==> src/rtl/seq_multiplier.sv <==
// seq_multiplier: iterative multiplier, one partial-product step per clock (unsigned shift-add or Booth radix-2).
// Optional build macro MUL_EARLY_EXIT_EN: a zero operand bypasses the iterations and finishes in one cycle.
module seq_multiplier #(
   parameter int WIDTH = 32,
   parameter int CNT_W = $clog2(WIDTH) + 1
) (
   input  logic               clk,
   input  logic               rst,
   input  logic               start,
   input  logic               Signed,
   input  logic [WIDTH-1:0]   Src1,
   input  logic [WIDTH-1:0]   Src2,
   output logic               ready,
   output logic               busy,
   output logic               done,
   output logic [2*WIDTH-1:0] Product
);

   typedef enum logic [1:0] {
      S_IDLE = 2'd0,
      S_CALC = 2'd1,
      S_DONE = 2'd2
   } state_t;

   state_t             state_reg, state_next;
   logic [WIDTH-1:0]   mcand_reg;
   logic [WIDTH-1:0]   mult_reg, mult_next;
   logic [WIDTH:0]     acc_reg, acc_next;
   logic               q_reg, q_next;
   logic               signed_reg;
   logic [CNT_W-1:0]   cnt_reg;
   logic [2*WIDTH-1:0] product_reg;

   logic               accept;
   logic               zero_op;
   logic               last_iter;
   logic               do_add;
   logic               do_sub;
   logic [WIDTH:0]     mcand_ext;
   logic [WIDTH:0]     sum;

   assign accept    = start && (state_reg != S_CALC);
   assign last_iter = (state_reg == S_CALC) && (cnt_reg == CNT_W'(1));

`ifdef MUL_EARLY_EXIT_EN
   assign zero_op = (Src1 == '0) || (Src2 == '0);
`else
   assign zero_op = 1'b0;
`endif

   // State register
   always_ff @(posedge clk) begin
      if (rst) begin
         state_reg <= S_IDLE;
      end else begin
         state_reg <= state_next;
      end
   end

   // Next-state logic
   always_comb begin
      state_next = state_reg;
      case (state_reg)
         S_IDLE: begin
            if (start) begin
               state_next = zero_op ? S_DONE : S_CALC;
            end
         end
         S_CALC: begin
            if (cnt_reg == CNT_W'(1)) begin
               state_next = S_DONE;
            end
         end
         S_DONE: begin
            if (start) begin
               state_next = zero_op ? S_DONE : S_CALC;
            end else begin
               state_next = S_IDLE;
            end
         end
         default: state_next = S_IDLE;
      endcase
   end

   // Output logic
   always_comb begin
      ready = (state_reg == S_IDLE) || (state_reg == S_DONE);
      busy  = (state_reg == S_CALC);
      done  = (state_reg == S_DONE);
   end

   assign Product = product_reg;

   // One iteration: in unsigned mode the accumulator MSB is the carry and always shifts in as 0;
   // in signed mode it is the sign extension that keeps min*min exact.
   always_comb begin
      mcand_ext = {signed_reg & mcand_reg[WIDTH-1], mcand_reg};
      do_add    = signed_reg ? (!mult_reg[0] && q_reg) : mult_reg[0];
      do_sub    = signed_reg && mult_reg[0] && !q_reg;
      sum       = acc_reg;
      if (do_add) begin
         sum = acc_reg + mcand_ext;
      end else if (do_sub) begin
         sum = acc_reg - mcand_ext;
      end
      acc_next  = {signed_reg & sum[WIDTH], sum[WIDTH:1]};
      mult_next = {sum[0], mult_reg[WIDTH-1:1]};
      q_next    = mult_reg[0];
   end

   // Datapath registers; Product only changes when a result is complete
   always_ff @(posedge clk) begin
      if (rst) begin
         mcand_reg   <= '0;
         mult_reg    <= '0;
         acc_reg     <= '0;
         q_reg       <= 1'b0;
         signed_reg  <= 1'b0;
         cnt_reg     <= '0;
         product_reg <= '0;
      end else if (accept) begin
         mcand_reg  <= Src1;
         mult_reg   <= Src2;
         signed_reg <= Signed;
         acc_reg    <= '0;
         q_reg      <= 1'b0;
         cnt_reg    <= CNT_W'(WIDTH);
         if (zero_op) begin
            product_reg <= '0;
         end
      end else if (state_reg == S_CALC) begin
         acc_reg  <= acc_next;
         mult_reg <= mult_next;
         q_reg    <= q_next;
         cnt_reg  <= cnt_reg - CNT_W'(1);
         if (last_iter) begin
            product_reg <= {acc_next[WIDTH-1:0], mult_next};
         end
      end
   end

endmodule

==> config.mk <==
export PLATFORM = sky130hd
export DESIGN_NAME = seq_multiplier
export DESIGN_NICKNAME = d
export VERILOG_FILES = /design/src/rtl/seq_multiplier.sv
export SDC_FILE = /design/constraint.sdc
export NUM_CORES = 1
export LEC_CHECK = 0
export ABC_AREA = 1
export CAP_MARGIN = 40
export CORE_ASPECT_RATIO = 0.9
export CORE_MARGIN = 2
export CORE_UTILIZATION = 40
export DETAILED_ROUTE_END_ITERATION = 10
export SLEW_MARGIN = 20
export SYNTH_ARGS = -nofsm -noshare
export SYNTH_HDL_FRONTEND = slang
export SYNTH_SLANG_ARGS = --single-unit
==> constraint.sdc <==
create_clock -name clk -period 2.6 [get_ports clk]
set_clock_uncertainty 0.1 [all_clocks]
set_input_delay 0.39 -clock clk [delete_from_list [all_inputs] [get_ports clk]]
set_output_delay 0.39 -clock clk [all_outputs]
set_load 0.1 [all_outputs]
==> qor.yml <==
status: "completed"
vdd_drop_max_uv: 464
crit_type: "reg2reg"
syn_nets: 1975
min_path_cells: 2
power_leakage_uw: 0.00746
grt_overflow: 0
fmax_ghz: 0.394
synth_cell_types: 50
cts_hold_buffers: 0
rr_endpoint: "acc_reg[25]"
netlist_instances: 1839
num_rows: 59
wl_per_cell_um: 17.0
drt_pass1_iterations: 5
crit_path_cell_trace: "ha_1 -> inv_2 -> fa_2 -> inv_2 -> nand2_2 -> nand2_2 -> nand4_1 -> nand2_2 -> nand2_2 -> nand2_2 -> nand4_1 -> nand2_1 -> nand2_1 -> nand3_2 -> nand3_2 -> nand2_1 -> inv_1"
cts-root-buf: "clkbuf_16"
io_pins: 135
tightest_slew_ns: 0.537
r2r_setup_slack_ns: 0.06
fin_tns_setup_ns: 0
drv_slew: 0
grt_pass1_wl_um: 64400
fill_cells: 3004
synth_top_area_frac: 0.293
drive_gt1_frac: 0.187
grt_start_max_net_pins: 73
rsz0062_at_grt: "true"
synth-compound-area-share: 0.173
clkSlewWorstSetupHoldPaths_ns: 0.09
vias: 12247
core_area_mm2: 0.0289
maxCapViolCount: 0
vias_per_cell: 5.02
cp_slowest_cell: "fa_2"
area_growth_pct: 27.8
htree_levels: 4
ys_seq_elements: 171
cts.sinks: 171
drtAntennaViolNets: 0
r2r_start: "acc_reg[0]"
r2r_cells: 17
synth_warnings: 0
hp-class: "reg2reg"
worst_hold_path.endpoint: "q_reg"
synth_area_leaders: "dfxtp_1 29%, nand2_1 13%, inv_1 8.8%, nor2_1 7.3%, ha_1 7.1%"
cp.required_ns: 2.85
crit_fanout: 3
path_common_cell: "nand2_2"
drt_iter0_markers: 709
whs_ns: 0.365
largest_register_ffs: 64
synthMuxAreaShare: 0
final_area_mm2: 0.0149
finalSetupViolations: 0
start_kind: "flop"
grt_util_all_layers: 0.271
netlist_area_mm2: 0.0117
syn_avg_cell_area_um2: 6.36
synth-simple-area-share: 0.316
cts_tree: "built"
worst_setup_path_end_kind: "flop"
gp_congestion: 0.960
grt_pass1_vias: 11653
min-delay-start: "mult_reg[0]"
wirelength_um: 41500
design.die.area_mm2: 0.0306
synth_top_family_by_area: "simple AND/OR/NAND/NOR gates"
slowest_delay_ns: 0.37
yosys.area_share.adder: 0.0740
clock_path_buffers: 2
place_hpwl_um: 31400
portBuffers: 134
clock_latency_ns: 0.45
placed_area_mm2: 0.0138
period_share: 0.977
hold_violations: 0
drt_drc_violations_left: 0
antenna_found_initial: 1
cts_made_buffers: 17
maxSlewHeadroom: 0.642
start_util: 0.405
cellPowerDensity_mw_per_mm2: 554
num-nets-final: 2164
synth_area_leader_cell: "dfxtp_1"
synth_xor_area_frac: 0.0150
arrival_ns: 2.79
die_h_um: 166
seq_area_frac_synth: 0.293
fp.dieW_um: 184
min_period_ns: 2.54
==> worst max-delay path by stage <==
stage,slack (ns),to,cells past startpoint,from
after floorplan,0.38,Product[53],17,acc_reg[0]
after CTS,-0.02,acc_reg[25],17,mcand_reg[0]
final,0.06,acc_reg[25],17,acc_reg[0]
after global placement,-0.04,acc_reg[28],13,mcand_reg[9]
after detailed placement,-0.07,acc_reg[25],17,acc_reg[0]
after global routing,-0.04,acc_reg[21],17,acc_reg[0]
==> synthesized netlist by cell type (all sizes together) <==
cell type,instances
a211oi,1
a21o,6
a21oi,122
a31oi,4
and2,1
and3,1
buf,35
clkbuf,41
clkinv,1
dfxtp,171
fa,2
ha,66
inv,296
nand2,429
nand3,158
nand4,9
nor2,239
nor3,17
nor3b,1
nor4,2
o211ai,7
o21a,3
o21ai,147
o21bai,21
o221ai,31
o22ai,1
o31ai,1
or2,6
xnor2,1
xor2,19
==> per-stage QoR <==
step | util | std cells | setup slack, ns | power (uW)
floorplan | - | 1839 | 0.378 | 4450
global placement | 0.478 | 2395 | -0.0424 | 5310
detailed placement | 0.478 | 2395 | -0.0692 | 5310
CTS | 0.502 | 2427 | -0.0181 | 8170
global route | 0.518 | 2437 | -0.0378 | 8730
finish | 0.518 | 2438 | 0.0604 | 8280
==> cells by family after synthesis <==
family | Yosys count
buffers and inverters | 373
flip-flops | 171
AND/OR/NAND/NOR | 863
XOR/XNOR | 20
AO/OA/AOI/OAI | 344
adder cells (fa/ha/maj) | 68
==> layout make-up <==
type	count	area (um^2)	share of cell area
antenna	1	2.50	0.000167
timing repair buffer	246	2090	0.140
inverter	297	1120	0.0748
multi-input combinational	1295	7170	0.479
clock buffer	17	425	0.0285
clock inverter	15	218	0.0146
sequential	171	3430	0.229
tap	396	495	0.0331
==> critical path: cells and delay by family, from the launching register on <==
kind / cells / cell delay [ns]
flip-flops: 1 / 0.34
adder cells (fa/ha/maj): 2 / 0.54
AND/OR/NAND/NOR: 12 / 1.31
buffers and inverters: 3 / 0.16
==> power breakdown <==
| part | internal (uW) | switching (uW) | total [uW] |
|---|---|---|---|
| Clock | 1490 | 1340 | 2830 |
| Sequential | 2750 | 80.9 | 2830 |
| Combinational | 953 | 1660 | 2620 |
==> repair_timing <==
| item | in CTS | in global routing |
|---|---|---|
| setup buffers | 0 | 10 |
| resized for setup | 8 | 98 |
| hold endpoints to repair | 0 | 0 |
| pin swaps | 1 | 26 |
| endpoints found under the setup margin | 12 | 55 |
==> metal layers <==
| metal | global-route usage | vias up | routed length (um) |
|---|---|---|---|
| met4 | 0.0769 | 0 | 1020 |
| met1 | 0.365 | 5636 | 19500 |
| met3 | 0.0627 | 58 | 2380 |
| li1 | - | 6247 | - |
| met5 | 0 | - | 0 |
| met2 | 0.432 | 306 | 18600 |
==> placed cells by master (no fill, tap or decap), drive strengths merged <==
cell / netlist / final
a211oi: 1 / 1
a21o: 6 / 6
a21oi: 122 / 122
a31oi: 4 / 4
and2: 1 / 1
and3: 1 / 1
buf: 35 / 179
bufinv: 0 / 2
clkbuf: 41 / 17
clkdlybuf4s50: 0 / 67
clkinv: 1 / 6
clkinvlp: 0 / 1
dfxtp: 171 / 171
diode: 0 / 1
fa: 2 / 2
ha: 66 / 66
inv: 296 / 303
nand2: 429 / 429
nand3: 158 / 158
nand4: 9 / 9
nor2: 239 / 239
nor3: 17 / 17
nor3b: 1 / 1
nor4: 2 / 2
o211ai: 7 / 7
o21a: 3 / 3
o21ai: 147 / 147
o21bai: 21 / 21
o221ai: 31 / 31
o22ai: 1 / 1
o31ai: 1 / 1
or2: 6 / 6
xnor2: 1 / 1
xor2: 19 / 19
(Power assumes the default switching activity.)
